<file path="src/rtl/srl_fifo_pkg.sv">
// ---------------------------------------------------------------------------
// srl_fifo_pkg
// Shared constants and helpers for the shift-register start-token FIFO.
//   clog2        : constant ceil(log2(value)), used for address sizing checks
//   count_width  : occupancy counter width for a given read-address width
//   DEFAULT_*    : default geometry of srl_start_fifo
// ---------------------------------------------------------------------------
package srl_fifo_pkg;

    // Ceiling log2, usable in parameter expressions at elaboration time.
    function automatic int clog2(input int value);
        int result;
        int remaining;
        result    = 0;
        remaining = value - 1;
        while (remaining > 0) begin
            result    = result + 1;
            remaining = remaining >> 1;
        end
        return result;
    endfunction

    // The occupancy counter needs one bit more than the read address so it
    // can hold the value DEPTH (and DEPTH+1 with the output stage enabled).
    function automatic int count_width(input int addr_width);
        return addr_width + 1;
    endfunction

    localparam int DEFAULT_DATA_WIDTH  = 1;
    localparam int DEFAULT_DEPTH       = 8;
    localparam int DEFAULT_ADDR_WIDTH  = clog2(DEFAULT_DEPTH);
    localparam int DEFAULT_COUNT_WIDTH = count_width(DEFAULT_ADDR_WIDTH);

endpackage

</file>
<file path="src/rtl/srl_start_fifo_shiftreg.sv">
// ---------------------------------------------------------------------------
// srl_start_fifo_shiftreg
// Pure storage for the SRL FIFO. On a write every entry moves up by one and
// entry 0 takes the new word; the read port is an asynchronous mux indexed by
// addr. There is deliberately no reset so synthesis can map it onto LUT-SRLs.
// Ports:
//   clk   in   rising-edge clock
//   we    in   shift enable (one push)
//   addr  in   ADDR_WIDTH read index (entry 0 = newest)
//   din   in   DATA_WIDTH word shifted into entry 0
//   dout  out  DATA_WIDTH word stored at entry addr
// ---------------------------------------------------------------------------
module srl_start_fifo_shiftreg #(
    parameter int DATA_WIDTH = 1,
    parameter int DEPTH      = 8,
    parameter int ADDR_WIDTH = 3
) (
    input  logic                  clk,
    input  logic                  we,
    input  logic [ADDR_WIDTH-1:0] addr,
    input  logic [DATA_WIDTH-1:0] din,
    output logic [DATA_WIDTH-1:0] dout
);

    logic [DATA_WIDTH-1:0] mem [DEPTH];

    // Shift chain: the whole array moves together, which is what lets the
    // tools fold each bit column into a single SRL primitive.
    always_ff @(posedge clk) begin
        if (we) begin
            mem[0] <= din;
            for (int i = 1; i < DEPTH; i++) begin
                mem[i] <= mem[i-1];
            end
        end
    end

    assign dout = mem[addr];

endmodule

</file>
<file path="src/rtl/srl_start_fifo.sv">
// ---------------------------------------------------------------------------
// srl_start_fifo
// Parametrised first-word-fall-through FIFO built on a shift register, used
// between dataflow processes for start tokens or narrow data words.
// Optional build macro: SRL_START_FIFO_OUT_REG_EN adds a registered output
// stage (capacity DEPTH+1, write-to-read latency 2). Without it the head word
// is read combinationally from the SRL (capacity DEPTH, latency 1).
// Ports:
//   clk             in   rising-edge clock
//   reset_n         in   asynchronous active-low reset
//   if_write        in   producer write request
//   if_din          in   DATA_WIDTH write data
//   if_full_n       out  high while space is available
//   if_almost_full  out  high while occupancy >= AF_THRESH
//   if_read         in   consumer read request
//   if_dout         out  DATA_WIDTH head-of-queue word
//   if_empty_n      out  high while if_dout is valid
//   if_count        out  ADDR_WIDTH+1 occupancy
// ---------------------------------------------------------------------------
module srl_start_fifo
    import srl_fifo_pkg::*;
#(
    parameter int DATA_WIDTH = DEFAULT_DATA_WIDTH,
    parameter int DEPTH      = DEFAULT_DEPTH,
    parameter int ADDR_WIDTH = DEFAULT_ADDR_WIDTH,
    parameter int AF_THRESH  = DEPTH - 1
) (
    input  logic                  clk,
    input  logic                  reset_n,
    input  logic                  if_write,
    input  logic [DATA_WIDTH-1:0] if_din,
    output logic                  if_full_n,
    output logic                  if_almost_full,
    input  logic                  if_read,
    output logic [DATA_WIDTH-1:0] if_dout,
    output logic                  if_empty_n,
    output logic [ADDR_WIDTH:0]   if_count
);

    localparam int              CW      = count_width(ADDR_WIDTH);
    localparam logic [CW-1:0]   DEPTH_C = CW'(DEPTH);
    localparam logic [CW-1:0]   AF_C    = CW'(AF_THRESH);
    localparam logic [CW-1:0]   ONE_C   = CW'(1);

    // Reject geometries the counter and address logic cannot represent.
    if (DEPTH < 2) begin : g_bad_depth
        $error("srl_start_fifo: DEPTH must be at least 2");
    end
    if (ADDR_WIDTH != clog2(DEPTH)) begin : g_bad_addr_width
        $error("srl_start_fifo: ADDR_WIDTH must equal clog2(DEPTH)");
    end
    if (AF_THRESH < 1 || AF_THRESH > DEPTH) begin : g_bad_af_thresh
        $error("srl_start_fifo: AF_THRESH must lie in 1..DEPTH");
    end

    logic [CW-1:0]         srl_count;
    logic [CW-1:0]         srl_count_nxt;
    logic [CW-1:0]         total_nxt;
    logic                  full_n_q;
    logic                  af_q;
    logic                  push;
    logic                  srl_pop;
    logic [ADDR_WIDTH-1:0] srl_addr;
    logic [DATA_WIDTH-1:0] srl_dout;

    // Writes are only honoured while the registered full flag says there is
    // room, so a pop in the same cycle never opens a bypass into a full FIFO.
    assign push = if_write & full_n_q;

    // Oldest word sits at entry count-1; at count 0 the address wraps but the
    // data is not marked valid, so the value is irrelevant.
    assign srl_addr = ADDR_WIDTH'(srl_count - ONE_C);

    srl_start_fifo_shiftreg #(
        .DATA_WIDTH (DATA_WIDTH),
        .DEPTH      (DEPTH),
        .ADDR_WIDTH (ADDR_WIDTH)
    ) u_shiftreg (
        .clk  (clk),
        .we   (push),
        .addr (srl_addr),
        .din  (if_din),
        .dout (srl_dout)
    );

    // SRL occupancy: a simultaneous push and pop leaves the count alone
    // because the shift already moves the next-oldest word under the pointer.
    always_comb begin
        srl_count_nxt = srl_count;
        case ({push, srl_pop})
            2'b10:   srl_count_nxt = srl_count + ONE_C;
            2'b01:   srl_count_nxt = srl_count - ONE_C;
            default: srl_count_nxt = srl_count;
        endcase
    end

    // Count and flags are registered together from the next-count values so
    // every status output changes on the same edge.
    always_ff @(posedge clk or negedge reset_n) begin
        if (!reset_n) begin
            srl_count <= '0;
            full_n_q  <= 1'b1;
            af_q      <= 1'b0;
        end else begin
            srl_count <= srl_count_nxt;
            full_n_q  <= (srl_count_nxt != DEPTH_C);
            af_q      <= (total_nxt >= AF_C);
        end
    end

    assign if_full_n      = full_n_q;
    assign if_almost_full = af_q;

`ifdef SRL_START_FIFO_OUT_REG_EN

    logic                  out_valid;
    logic                  out_valid_nxt;
    logic                  out_load;
    logic [DATA_WIDTH-1:0] out_data;

    // The output register accepts a new word when it is being consumed or is
    // currently empty; it pulls from the SRL only if the SRL holds something.
    assign out_load      = (if_read & out_valid) | ~out_valid;
    assign srl_pop       = out_load & (srl_count != '0);
    assign out_valid_nxt = srl_pop | (out_valid & ~out_load);
    assign total_nxt     = srl_count_nxt + CW'(out_valid_nxt);

    // Output stage: holds the head word; resets to zero so if_dout is clean
    // after reset even though the SRL itself is never cleared.
    always_ff @(posedge clk or negedge reset_n) begin
        if (!reset_n) begin
            out_valid <= 1'b0;
            out_data  <= '0;
        end else begin
            out_valid <= out_valid_nxt;
            if (srl_pop) begin
                out_data <= srl_dout;
            end
        end
    end

    assign if_dout    = out_data;
    assign if_empty_n = out_valid;
    assign if_count   = srl_count + CW'(out_valid);

`else

    logic empty_n_q;

    assign srl_pop   = if_read & empty_n_q;
    assign total_nxt = srl_count_nxt;

    // Empty flag tracks the same next-count as the other status flags.
    always_ff @(posedge clk or negedge reset_n) begin
        if (!reset_n) begin
            empty_n_q <= 1'b0;
        end else begin
            empty_n_q <= (srl_count_nxt != '0);
        end
    end

    assign if_dout    = srl_dout;
    assign if_empty_n = empty_n_q;
    assign if_count   = srl_count;

`endif

endmodule

</file>
<file path="config.mk">
export PLATFORM = sky130hd
export DESIGN_NAME = srl_start_fifo
export DESIGN_NICKNAME = d
export VERILOG_FILES = /design/src/rtl/srl_fifo_pkg.sv /design/src/rtl/srl_start_fifo_shiftreg.sv /design/src/rtl/srl_start_fifo.sv
export SDC_FILE = /design/constraint.sdc
export NUM_CORES = 1
export LEC_CHECK = 0
export ABC_AREA = 1
export CAP_MARGIN = 10
export CELL_PAD_IN_SITES_DETAIL_PLACEMENT = 1
export CELL_PAD_IN_SITES_GLOBAL_PLACEMENT = 2
export CORE_MARGIN = 3
export CORE_UTILIZATION = 27
export DETAILED_ROUTE_END_ITERATION = 10
export PLACE_DENSITY = 0.78
export RECOVER_POWER = 100
export SYNTH_ARGS = -nofsm -noshare
export SYNTH_HDL_FRONTEND = slang
export SYNTH_SLANG_ARGS = --single-unit
</file>
<file path="constraint.sdc">
create_clock -name clk -period 1.46 [get_ports clk]
set_clock_uncertainty 0.05 [all_clocks]
set_input_delay 0.292 -clock clk [delete_from_list [all_inputs] [get_ports clk]]
set_output_delay 0.292 -clock clk [all_outputs]
set_load 0.01 [all_outputs]
</file>
# After elaboration in Yosys (flattened, before gate mapping)
# Memory sizes are Yosys's and may differ from the RTL's.
# Index checks and enable logic that the tools add are counted.
# Widths: inputs -> output; s select.
[word_totals]
reg_bits = 7
ram_bits = 8
in_bits = 5
output_inout_bits = 8
elab_cells = 17
n_memories = 1
[mem_list]
columns = ["memory", "depth", "word_bits", "read_ports", "rd_clocked_by_memory_dff", "write_ports", "line", "rtl"]
rows = [
  ["u_shiftreg.mem", 8, 1, 8, 0, 8, "srl_start_fifo_shiftreg.sv:25", "logic [DATA_WIDTH-1:0] mem [DEPTH];"],
]
[op_classes]
addsub = 2
magnitude_cmp = 1
eq_ne = 3
n_mux = 3
n_bitwise = 2
n_reduce_logical = 1
[ops]
columns = ["cell", "n"]
rows = [
  ["$pmux 4 s2", 1],
  ["$add 4x1->4 const B", 1],
  ["$ge 4x3->1 const B", 1],
  ["$ne 4x4->1 const B", 1],
  ["$reduce_bool 4->1", 1],
  ["$sub 4x1->4 const B", 1],
  ["$and 1x1->1", 2],
  ["$eq 2x1->1 const B", 1],
  ["$eq 2x2->1 const B", 1],
  ["$mux 1", 2],
]

# Longest topological paths before layout
[logic_depth]
ltp_word = 4
ltp_mapped = 11
depth_no_buf = 10

# Modules after synthesis
# Synthesis repeated with hierarchy kept, for this count alone.
[unflattened]
cells_unflattened = 103
hier_area_um2 = 829.5
[modules_own_cells]
columns = ["module", "instances", "cells_each", "area_per_inst_um2", "seq_area_each_um2"]
rows = [
  ["srl_start_fifo", 1, 67, 479.2, 176.4],
  ["srl_start_fifo_shiftreg", 1, 36, 350.3, 240.2],
]

# Least setup slack after synthesis
# Ideal clock, no wire load.
[synth_timing]
path_type = "register -> output"
from = "register srl_count[0], in the netlist if_count[0]"
to = "output if_dout"
t_arrival_ns = 1.493
slack_ns = -0.375
stages_incl_launch_ff = 9
n_path_buf = 1
path_cell_list = "dfrtp_1 -> buf_4 -> inv_4 -> ha_1 -> nor2_1 -> o21ai_0 -> o21ai_0 -> inv_1 -> o21ai_0"
[synth_via]
elab_chain_cells = 2
[synth_lines]
columns = ["element", "line", "rtl"]
rows = [
  ["from (decl)", "srl_start_fifo.sv:56", "logic [CW-1:0] srl_count;"],
  ["from (signal assigned)", "srl_start_fifo.sv:105", "srl_count <= srl_count_nxt;"],
  ["$sub 4x1->4", "n/a", ""],
  ["$mem_v2 8x1", "n/a", ""],
  ["to (decl)", "srl_start_fifo.sv:35", "output logic [DATA_WIDTH-1:0] if_dout,"],
]
# No other way between the ends.

# Final worst setup path
# Same ends and word-level chain as after synthesis.

==> impl_metrics.ini <==
[sta]
fmax_mhz = 521
drv_slew = 0
timing.hold.ws_ps = 280
finalSetupViolations = 5
max-slew-margin-rel = 0.767
hold_viol_final = 0
setup_ws_ps = -460
post-route-period-util = 1.31
fin_crit_ps = 1920
worstMarginPinSlew_ps = 348
rsz0062_at_grt = true

[routing]
first_pass_iters = 2
routedWlPerCell_um = 13.1
drtIter0Drc = 13
ant_nets = 0
via_count = 723
drc = 0
routed_wl_um = 2020
vias_per_cell = 4.69

[placement]
dp_hpwl_um = 1520
portBuffers = 12
gp_congestion = 0.770
dp_slack_ps = -521

[power]
finalPower_mw = 2.41
p_leak_nw = 0.559
powerDensity_nw_per_um2 = 2040
irDropWorstVdd_v = 0.000954

[cts]
cts_tree = built
cts_root_buf = clkbuf_4
clock-sinks = 15
numCtsBuffers = 3
max-clock-path-buffers = 2
cts-hold-fix-buffers = 0
cts_max_level = 1
clock_latency_ps = 290
cts.reportedPaths.clkPinSlew_ps = 90

[synthesis]
synth_seq_cells = 15
async_flop_share = 0.467
syn_area_sq_um = 785
synthTopCellsByCount = nand2_1, inv_1, edfxtp_1, nand3_1
yosysSeqAreaShare = 0.531
syn_inst = 89
synth_edf_count = 8
yosys_most_used_dff = edfxtp_1
syn-num-nets = 98
yosysMostFrequentCell = nand2_1
synthesis.yosys.warnings = 0
synth_area_per_cell_sq_um = 8.81
yosysTopAreaCell = edfxtp_1
synth_area_leaders = edfxtp_1, dfrtp_1, nand2_1
synth_cell_types = 20
synth.top_cell.area_share = 0.306

[global_routing]
antenna_found_initial = 0
grt_pass1_vias = 767
grt_max_degree = 11
grt_overflow = 0
grt_pass1_wl_um = 3480
grt_usage = 0.133

[worst_setup_path]
critPathRequiredTime_ps = 1120
crit_fanout = 5
crit_type = flip-flop to output pin
end_kind = output pin
worst_ep_arrival_time_ps = 1580
worstPathCellList = inv_6, ha_4, o21ai_1, o21ai_1, inv_1, o21ai_2, buf_2
worst-path-buf-inv = 3
path_delay_family = flip-flops
startpoint_type = flip-flop
slowest_stage = dfrtp_1
cp_common_cell = o21ai_1
slowest_delay_ps = 440

[floorplan]
die_w_um = 59.9
initial_core_util = 0.300
ios = 13
num_rows = 18
die_area_sq_um = 3590
core_sq_um = 2610
fp.dieH_um = 59.9

[cells_and_area]
nNetsFinal = 134
seqCellArea_sq_um = 417
final_util = 0.453
drive_above_1_share = 0.395
area_delta_synth_final_pct = 50.9
fillers = 319
antennaDiodeCount = 0
multi_input_area_sq_um = 380

[min_path]
min_path_type = input pin to asynchronous set/reset pin

[flow_run]
drv_cap = 0

[status]
status = finished with violations
violations = setup timing
-- sequential cells by signal (all words and copies together) (netlist names) --
signal	cells
if_count	4
if_empty_n	1
if_full_n	1
if_almost_full	1
u_shiftreg.mem	8
-- routing by layer --
metal  vias to the layer above  GRT usage  share of wire  routed length, um
met5                         -          0              0                  0
met4                         0     0.0823          0.018                 37
met3                         4     0.0194          0.032                 64
met2                        11      0.213           0.51               1030
met1                       354      0.167           0.44                893
li1                        354          -              -                  -
-- cell usage in the layout (no fill, tap or decap) --
cell              n
a21boi_2          1
and2_1            1
buf_2             1
buf_4            10
buf_6             5
clkbuf_2          3
clkbuf_4          8
clkdlybuf4s50_1   1
clkinv_1          1
clkinv_2          1
dfrtp_1           6
dfstp_1           1
dlygate4sd2_1     5
dlygate4sd3_1     2
edfxtp_1          8
ha_1              1
ha_4              3
inv_1             7
inv_2             3
inv_6             2
nand2_1          22
nand2_2           4
nand3_1           6
nand3_2           2
nand4_1           1
nor2_1            5
nor2_2            4
o21ai_0           1
o21ai_1           5
o21ai_2           1
o21ai_4           1
o22ai_1           1
or2_1             1
-- where the power goes --
group / switching, mW / total [mW] / internal (mW) / leakage (nW)
clock network: 0.144 / 0.246 / 0.102 / 0.0177
registers: 0.0804 / 0.661 / 0.580 / 0.162
logic: 0.786 / 1.50 / 0.716 / 0.379
total: 1.01 / 2.41 / 1.40 / 0.559
-- cells by family (layout without fill, tap and decap cells) --
logic type	after synthesis	after routing	share of synthesized area
AO/OA/AOI/OAI	10	10	0.0782
AND/OR/NAND/NOR	46	46	0.252
flip-flops	15	15	0.531
adder cells (fa/ha/maj)	4	4	0.0638
buffers and inverters	14	49	0.0750
-- per-stage QoR --
step	setup TNS, ps	area [sq um]	cells
floorplan	-267	832	89
global placement	-2590	1110	147
detailed placement	-2880	1110	147
CTS	-1280	1170	153
global route	-1890	1180	154
finish	-1120	1180	154
-- final cells by class --
class,instances,share of cell area
flip-flops and latches,15,0.352
multi-input cells,60,0.321
repair buffers,32,0.222
inverters,13,0.0497
well taps,30,0.0317
clock buffers,3,0.0190
clock inverters,1,0.00423
-- path summary, 6_finish.rpt --
kind / cells after the start / slack, ps / endpoint / start
setup / recovery: 7 / -460 / if_dout / if_count[0]
setup reg to reg: 10 / -200 / if_empty_n / if_full_n
max in group asynchronous: 1 / 780 / if_full_n / reset_n
hold / removal: 1 / 280 / if_empty_n / reset_n
hold reg to reg: 0 / 420 / u_shiftreg.mem[7] / u_shiftreg.mem[6]
min in group clk: 0 / 420 / u_shiftreg.mem[7] / u_shiftreg.mem[6]
-- worst register-to-register path: stages, from the launching register on --
cell,delay [ps]
dfstp_1,380
nand2_1,130
clkinv_1,140
ha_4,190
buf_6,120
nand2_1,80
nand3_2,110
o21ai_4,90
nand2_1,90
nor2_2,120
nand2_1,70
-- what timing repair did --
action / 4_1_cts / 5_1_grt
pin swaps: 9 / 4
buffers inserted: 2 / 2
endpoints found under the setup margin: 13 / 9
hold endpoints to repair: 0 / 0
gates resized for setup: 26 / 13
No activity file was read; power rests on OpenSTA's default activity.
